<file path="config.mk">
export PLATFORM = sky130hd
export DESIGN_NAME = step_pulse_gen
export DESIGN_NICKNAME = d
export VERILOG_FILES = /design/src/rtl/step_pulse_gen.sv
export SDC_FILE = /design/constraint.sdc
export NUM_CORES = 1
export LEC_CHECK = 0
export BUFFER_PORTS_ARGS = -buffer_cell sky130_fd_sc_hd__buf_2
export CAP_MARGIN = 0
export CORE_ASPECT_RATIO = 1.2
export CORE_MARGIN = 8
export CORE_UTILIZATION = 57
export DETAILED_ROUTE_END_ITERATION = 16
export PLACE_DENSITY = 0.74
export SETUP_SLACK_MARGIN = 0.5
export SYNTH_ARGS = -nofsm -noshare
export SYNTH_HDL_FRONTEND = slang
export SYNTH_SLANG_ARGS = --single-unit
</file>
<file path="constraint.sdc">
create_clock -name clk -period 2.4 [get_ports clk]
set_input_delay 0.48 -clock clk [delete_from_list [all_inputs] [get_ports clk]]
set_output_delay 0.48 -clock clk [all_outputs]
set_load 0.005 [all_outputs]
</file>
<file path="src/rtl/step_pulse_gen.sv">
// step_pulse_gen
//   Produces the single-cycle step strobe for the debug/dummy core.
//   In single mode every debounced press of the board button gives one step.
//   In run mode a prescaler issues free-running steps at a selectable rate.
//
// Parameters
//   DEBOUNCE_CYCLES  consecutive stable cycles before btn_level follows the button (>=1)
//   RUN_PERIOD       step period in cycles at rate_sel=0 (>=1)
//
// Ports
//   clk        system clock, all logic on posedge
//   aresetn    asynchronous active-low reset
//   btn_raw    raw step button (asynchronous, bouncy)
//   run_sw     raw mode switch (asynchronous): 0=single, 1=run
//   rate_sel   run-mode rate select; period = RUN_PERIOD >> (2*rate_sel), min 1
//   halt       1 = suppress step output and freeze the run prescaler
//   step       registered one-cycle step strobe
//   running    registered, 1 while the FSM is in RUN
//   btn_level  registered debounced button level
module step_pulse_gen #(
    parameter int unsigned DEBOUNCE_CYCLES = 1_000_000,
    parameter int unsigned RUN_PERIOD      = 50_000_000
) (
    input  logic       clk,
    input  logic       aresetn,
    input  logic       btn_raw,
    input  logic       run_sw,
    input  logic [1:0] rate_sel,
    input  logic       halt,
    output logic       step,
    output logic       running,
    output logic       btn_level
);

    localparam int unsigned CW = $clog2(DEBOUNCE_CYCLES + 1);
    localparam int unsigned PW = $clog2(RUN_PERIOD + 1);
    localparam logic [CW-1:0] CNT_LAST = CW'(DEBOUNCE_CYCLES - 1);

    typedef enum logic {
        SINGLE = 1'b0,
        RUN    = 1'b1
    } state_t;

    state_t        state_q;
    state_t        state_d;

    logic          btn_s1;
    logic          btn_s2;
    logic          run_s1;
    logic          run_s2;

    logic [CW-1:0] cnt;
    logic          btn_level_q;
    logic          press;

    logic [31:0]   period_full;
    logic [PW-1:0] period_m1;
    logic [PW-1:0] pcnt;
    logic [PW-1:0] pcnt_d;
    logic          run_due;
    logic          step_d;

    // Two-flop synchronisers for the asynchronous board inputs.
    always_ff @(posedge clk or negedge aresetn) begin
        if (!aresetn) begin
            btn_s1 <= 1'b0;
            btn_s2 <= 1'b0;
            run_s1 <= 1'b0;
            run_s2 <= 1'b0;
        end else begin
            btn_s1 <= btn_raw;
            btn_s2 <= btn_s1;
            run_s1 <= run_sw;
            run_s2 <= run_s1;
        end
    end

    // Debounce: the level only changes after DEBOUNCE_CYCLES consecutive
    // cycles of disagreement; any return to the current level restarts it.
    always_ff @(posedge clk or negedge aresetn) begin
        if (!aresetn) begin
            cnt         <= '0;
            btn_level   <= 1'b0;
            btn_level_q <= 1'b0;
        end else begin
            btn_level_q <= btn_level;
            if (btn_s2 == btn_level) begin
                cnt <= '0;
            end else if (cnt == CNT_LAST) begin
                btn_level <= btn_s2;
                cnt       <= '0;
            end else begin
                cnt <= cnt + CW'(1);
            end
        end
    end

    assign press = btn_level & ~btn_level_q;

    // Period select; a shift that underflows to zero is clamped to one cycle.
    assign period_full = RUN_PERIOD >> {rate_sel, 1'b0};
    assign period_m1   = (period_full == 32'd0) ? '0 : PW'(period_full - 32'd1);

    // '>=' rather than '==' so that lowering the rate_sel period below the
    // current count wraps immediately and issues a step instead of running
    // the counter all the way round.
    assign run_due = (pcnt >= period_m1);

    always_comb begin
        state_d = state_q;
        pcnt_d  = pcnt;
        step_d  = 1'b0;
        case (state_q)
            SINGLE: begin
                step_d = press & ~halt;
                pcnt_d = '0;
                if (run_s2) begin
                    state_d = RUN;
                end
            end
            RUN: begin
                step_d = run_due & ~halt;
                if (!halt) begin
                    pcnt_d = run_due ? '0 : pcnt + PW'(1);
                end
                if (!run_s2) begin
                    state_d = SINGLE;
                    pcnt_d  = '0;
                end
            end
            default: begin
                state_d = SINGLE;
                pcnt_d  = '0;
            end
        endcase
    end

    always_ff @(posedge clk or negedge aresetn) begin
        if (!aresetn) begin
            state_q <= SINGLE;
            pcnt    <= '0;
            step    <= 1'b0;
            running <= 1'b0;
        end else begin
            state_q <= state_d;
            pcnt    <= pcnt_d;
            step    <= step_d;
            running <= (state_d == RUN);
        end
    end

endmodule

</file>
**Word-level counts from Yosys, hierarchy flattened**

Cells that the tools add are included.

- Register bits after elaboration: 54
- Input bits: 7
- Output and inout bits: 3
- Logic and storage cells: 36

- Add/subtract/negate cells: 3
- Order comparisons: 1
- Equal/unequal tests: 3
- Shifts and indexed selects: 1
- Mux-type cells: 9
- Bitwise operators: 7
- Reductions and logical operators: 2

Operators with widths:

| kind | number |
|---|---|
| 2-to-1 mux 26 bit | 4 |
| case mux 26 bit (2 select lines) | 1 |
| 2-to-1 mux 20 bit | 2 |
| zero test 32 bit | 1 |
| right shift 26 x 3 -> 32 bit, first input constant | 1 |
| adder 26 x 1 -> 26 bit, second input constant | 1 |
| greater-or-equal comparator 26 bit | 1 |
| subtractor 26 x 1 -> 26 bit, second input constant | 1 |
| adder 20 x 1 -> 20 bit, second input constant | 1 |
| == test 20 bit, second input constant | 1 |
| NOT 1 bit | 4 |
| bitwise AND 1 bit | 3 |
| != test 3 bit, second input constant | 1 |
| case mux 1 bit (2 select lines) | 1 |
| AND reduction 2 bit | 1 |
| == test 1 bit | 1 |
| 2-to-1 mux 1 bit | 1 |

**Longest topological paths before layout**

- Depth in word-level cells: 8
- Gate-level depth with buffers: 12
- Mapped depth without buffers: 10

**Least setup slack after synthesis**

No wires, ideal clock.

- Kind: input port to flip-flop
- From: input port rate_sel[1]
- To: register pcnt[12]
- Library setup time: 103 ps
- Arrival: 2373 ps
- Data required time: 2297 ps
- Setup slack: -77 ps
- Stages: 11
- Path buffers: 1
- Cell sequence: inv_1 ha_1 inv_1 ha_1 nand4_1 a21oi_2 a2111oi_4 and4b_4 nand2_4 buf_6 o41ai_2

- Cells in the longest elaborated chain, start to end: 8
- Elaborated cells on any way between the ends: 9
- Classes of those cells: add/sub (1); order compare (1); shift (1); mux (5); reduce/logical (1)

RTL lines:

| item | line | source |
|---|---|---|
| from (decl) | 28 | `input logic [1:0] rate_sel,` |
| right shift 26 x 3 -> 32 bit (*) | 101 | `assign period_full = RUN_PERIOD >> {rate_sel, 1'b0};` |
| subtractor 26 x 1 -> 26 bit / zero test 32 bit (equally long branches) | 102 | `assign period_m1 = (period_full == 32'd0) ? '0 : PW'(period_full - 32'd1);` |
| 2-to-1 mux 26 bit (*) | 102 |  |
| greater-or-equal comparator 26 bit (*) | 107 | `assign run_due = (pcnt >= period_m1);` |
| 2-to-1 mux 26 bit (*) | 124 | `pcnt_d = run_due ? '0 : pcnt + PW'(1);` |
| 2-to-1 mux 26 bit (*) | 123 | `if (!halt) begin` |
| 2-to-1 mux 26 bit (*) | 126 | `if (!run_s2) begin` |
| case mux 26 bit (2 select lines) (*) | 113 | `case (state_q)` |
| to (signal assigned) | 146 | `pcnt <= pcnt_d;` |
| to (decl) | 58 | `logic [PW-1:0] pcnt;` |

Mark *: on every way between the ends. The rest lies on a longest branch, timed or not. The select of a mux whose other input is x is not followed.
A chain may end at the register's enable or synchronous reset.

**Final worst setup path**

- From: input port rate_sel[0]
- To: register pcnt[3]

The elaborated chain is that of the path after synthesis.

==> reports/summary.log <==
qor: yosys.synth.area.top_cells dfrtp_1 (41%), ha_1 (11%), nand4_1 (5.5%)
qor: critical_path.worst-r2r-setup-slack 0 ns
qor: clocking.clock_insertion_delay_worst_skew 0.32 ns
qor: timing.hold_violations 0
qor: final_layout.diodes 0
qor: drt.routed_wire_length_per_instance 19.0 µm
qor: final_layout.final-seq-area 1350 µm²
qor: placement.placement.setup.worst_slack -0.419 ns
qor: placement.numPortBuffers 9
qor: global_route.gr-total-overflow 0
qor: drt.ant_nets 0
qor: yosys.syn-instance-count 348
qor: clocking.clkSlewWorstSetupHoldPaths 0.11 ns
qor: critical_path.critical_path.max_fanout 5
qor: global_route.grt_antenna_before_repair 0
qor: clocking.clkSinkCount 54
qor: placement.post_dp_cell_area 3540 µm²
qor: die.core 5630 µm²
qor: yosys.synth_nets 383
qor: yosys.yosys.area_share.simple 23.4%
qor: yosys.synth.largest_area_cell dfrtp_1
qor: run_status.run_status finished with violations
qor: global_route.grt_start_max_net_pins 27
qor: timing.unrepaired_setup_endpoints_after_global_routing true
qor: yosys.fraction_of_synthesized_cell_area_in_xor_and_xnor_cells 4.51%
qor: timing.fin_ws -0.00784 ns
qor: drt.wirelength 8700 µm
qor: critical_path.r2r-start pcnt[24]
qor: final_layout.filler_cell_count 383
qor: power.post-layout-total-power 0.00175 W
qor: final_layout.multiInputGateArea 2000 µm²
qor: timing.final.period_utilization 100%
qor: yosys.synth_common_cells dfrtp_1 (54), nand2_1 (39), nor2_1 (34)
qor: yosys.synth_area 3300 µm²
qor: final_layout.final_design_area_no_fill 4100 µm²
qor: yosys.synth-edff-count 0
qor: die.width_of_the_die 85.5 µm
qor: timing.worst_slew_pin_slew 0.565 ns
qor: drt.first_iter_violations 166
qor: critical_path.critical_path.startpoint_type input port
qor: clocking.cts-htree-levels 2
qor: power.p_leak 1.77 nW
qor: yosys.synth-seq-cells 54
qor: placement.place.gp.congestion 0.929
qor: drt.routed_vias 2990
qor: timing.worst_slew_margin_rel 62.3%
qor: run_status.violations negative setup slack
qor: power.power.ir.vdd_worst 0.000291 V
qor: drt.post-route-drc-count 0
qor: die.die_height 99.4 µm
qor: clocking.cts_buffer_depth 2
qor: drt.vias_per_cell 6.53
qor: die.initial_cell_density_of_the_core 58.7%
qor: critical_path.worst_ep_required_time 2.61 ns
qor: critical_path.timing_worst_setup_path_type in -> reg
qor: critical_path.crit_path_end_kind flop
qor: timing.final_max_slew_viol_count 0
qor: critical_path.worst-r2r-cell-count 9
qor: yosys.netlist-cell-type-count 46
qor: yosys.synthAdderAreaFrac 10.6%
qor: die.ios 10
qor: global_route.grt_first_pass_wirelength 14500 µm
qor: drt.detailedRoute.firstPassIterationCount 5
qor: final_layout.area.growth.synth_to_final 24.0%
qor: placement.dp.final_hpwl 5330 µm
qor: clocking.tritoncts_clock_tree built
qor: global_route.track_usage 21.1%
qor: final_layout.drive_above_1_share 27.2%
qor: yosys.muxShareOfSynthArea 1.25%
qor: yosys.synth_most_common_cell dfrtp_1
qor: yosys.async_reset_ff_share 100%
qor: final_layout.layout.cells.non_filler 458
qor: critical_path.r2r-end pcnt[3]
qor: critical_path.crit_arrival 2.62 ns
qor: yosys.avg_inst_size_synth 9.49 µm²
qor: die.floorplan_die_area 8500 µm²
qor: yosys.synth_top_area_share 40.9%
qor: yosys.synth-warning-count 0
qor: hold_path.min_path_type in -> async
qor: timing.timing.fmax 415 MHz
qor: timing.fin_worst_hold_slack 0.140 ns
qor: clocking.cts_buffers 5
qor: yosys.synth_top_family_by_area simple AND/OR/NAND/NOR gates
qor: yosys.sequential_share_of_the_synthesized_area 40.9%
qor: clocking.cts.root.buffer_cell clkbuf_8
qor: timing.fin_worst_skew 0.0115 ns
qor: placement.dp_cells 429
qor: timing.final.min_clock_period 2.41 ns
qor: die.placement_rows 30
qor: yosys.synth-main-ff-cell dfrtp_1
qor: global_route.number_of_global_route_vias_before_repair 3032
qor: power.power_density 428 nW/µm²
qor: timing.timing.final.setup_violations 3
qor: job.maxCapViolCount 0
qor: final_layout.nets_finish 428
qor: yosys.synth_area_in_compound_gates 14.5%
## where the power goes
group / total [W] / switching (W) / internal [W] / leakage (nW)
combinational: 0.000173 / 0.0000980 / 0.0000748 / 0.976
clock: 0.000652 / 0.000334 / 0.000318 / 0.0563
sequential: 0.000928 / 0.00000879 / 0.000919 / 0.738
total: 0.00175 / 0.000441 / 0.00131 / 1.77
## final cells by class
class,instances,area share [%]
multi-input combinational,266,48.7
sequential,54,33.0
timing repair buffer,52,11.9
tap,64,1.95
clock buffer,5,1.68
inverter,14,1.56
clock inverter,3,1.19
## worst max path at each step
| stage | from | to | slack (ns) | cells past startpoint |
|---|---|---|---|---|
| finish | rate_sel[0] | pcnt[3] | -0.008 | 13 |
| global route | rate_sel[1] | pcnt[3] | -0.11 | 12 |
| global placement | rate_sel[1] | pcnt[15] | -0.29 | 12 |
| floorplan | rate_sel[1] | pcnt[12] | -0.002 | 12 |
| CTS | rate_sel[1] | pcnt[12] | 0.07 | 13 |
| detailed placement | rate_sel[1] | pcnt[5] | -0.42 | 11 |
## logic make-up (layout without fill, tap and decap cells)
logic type,Yosys count,in the layout
simple gates,154,155
compound gates,60,60
flops,54,54
buf+inv,29,74
fa+ha+maj,28,28
xor+xnor,17,17
mux,4,4
other cells,2,2
## metal layers
| metal | routed length, µm | vias up | GRT usage, % |
|---|---|---|---|
| met2 | 4630 | 111 | 37.6 |
| li1 | - | 1374 | - |
| met4 | 315 | 0 | 11.5 |
| met5 | 0 | - | 0 |
| met1 | 3340 | 1472 | 22.9 |
| met3 | 414 | 33 | 3.96 |
## what timing repair did
action                                  in CTS  in global routing
endpoints found under the setup margin      27                 41
setup buffers                               15                  3
hold buffers                                 0                  0
resized for setup                           41                 14
gates cloned                                 3                  0
pin swaps                                   18                 20
## worst max-delay path, stage by stage
cell,delay [ns]
buf_4,0.14
inv_2,0.08
ha_4,0.15
inv_6,0.05
ha_4,0.27
nand4_1,0.21
a21oi_2,0.24
a2111oi_4,0.07
and4b_4,0.26
buf_6,0.15
buf_12,0.13
a31o_2,0.22
a22o_1,0.18
## state kept, by name (all words and copies together), names as in the netlist
| name | cells |
|---|---|
| pcnt | 26 |
| cnt | 20 |
| btn_level | 1 |
| btn_level_q | 1 |
| btn_s1 | 1 |
| btn_s2 | 1 |
| run_s1 | 1 |
| run_s2 | 1 |
| state_q | 1 |
| step | 1 |
## cells in the final DEF, fill, tap and decap left out, drive strengths merged, types with 2 or more instances in the layout
cell type  Yosys  final
a31oi          4      4
nand2         41     42
a22o           6      6
xnor2          6      6
o311ai        12     12
nand4         29     29
o21ai         10     10
mux2i          3      3
o211ai         2      2
and2           3      3
or3            4      4
nand3         22     22
inv           14     14
a31o           5      5
and3           5      5
clkbuf         6      5
a21oi         12     12
a211oi         2      2
dfrtp         54     54
buf            9     52
nor2          34     34
or2            2      2
ha            28     28
conb           2      2
nor4           2      2
nor3           8      8
a41oi          3      3
xor2          11     11
clkinvlp       0      2
## per-stage QoR
stage          util [%]  setup TNS [ns]
6_report           72.8         -0.0164
5_1_grt            72.8           -1.81
4_1_cts            71.6               0
3_5_place_dp       62.9           -7.35
2_1_floorplan         -        -0.00226
3_3_place_gp       62.9           -5.43
No activity file was read; power rests on OpenSTA's default activity.
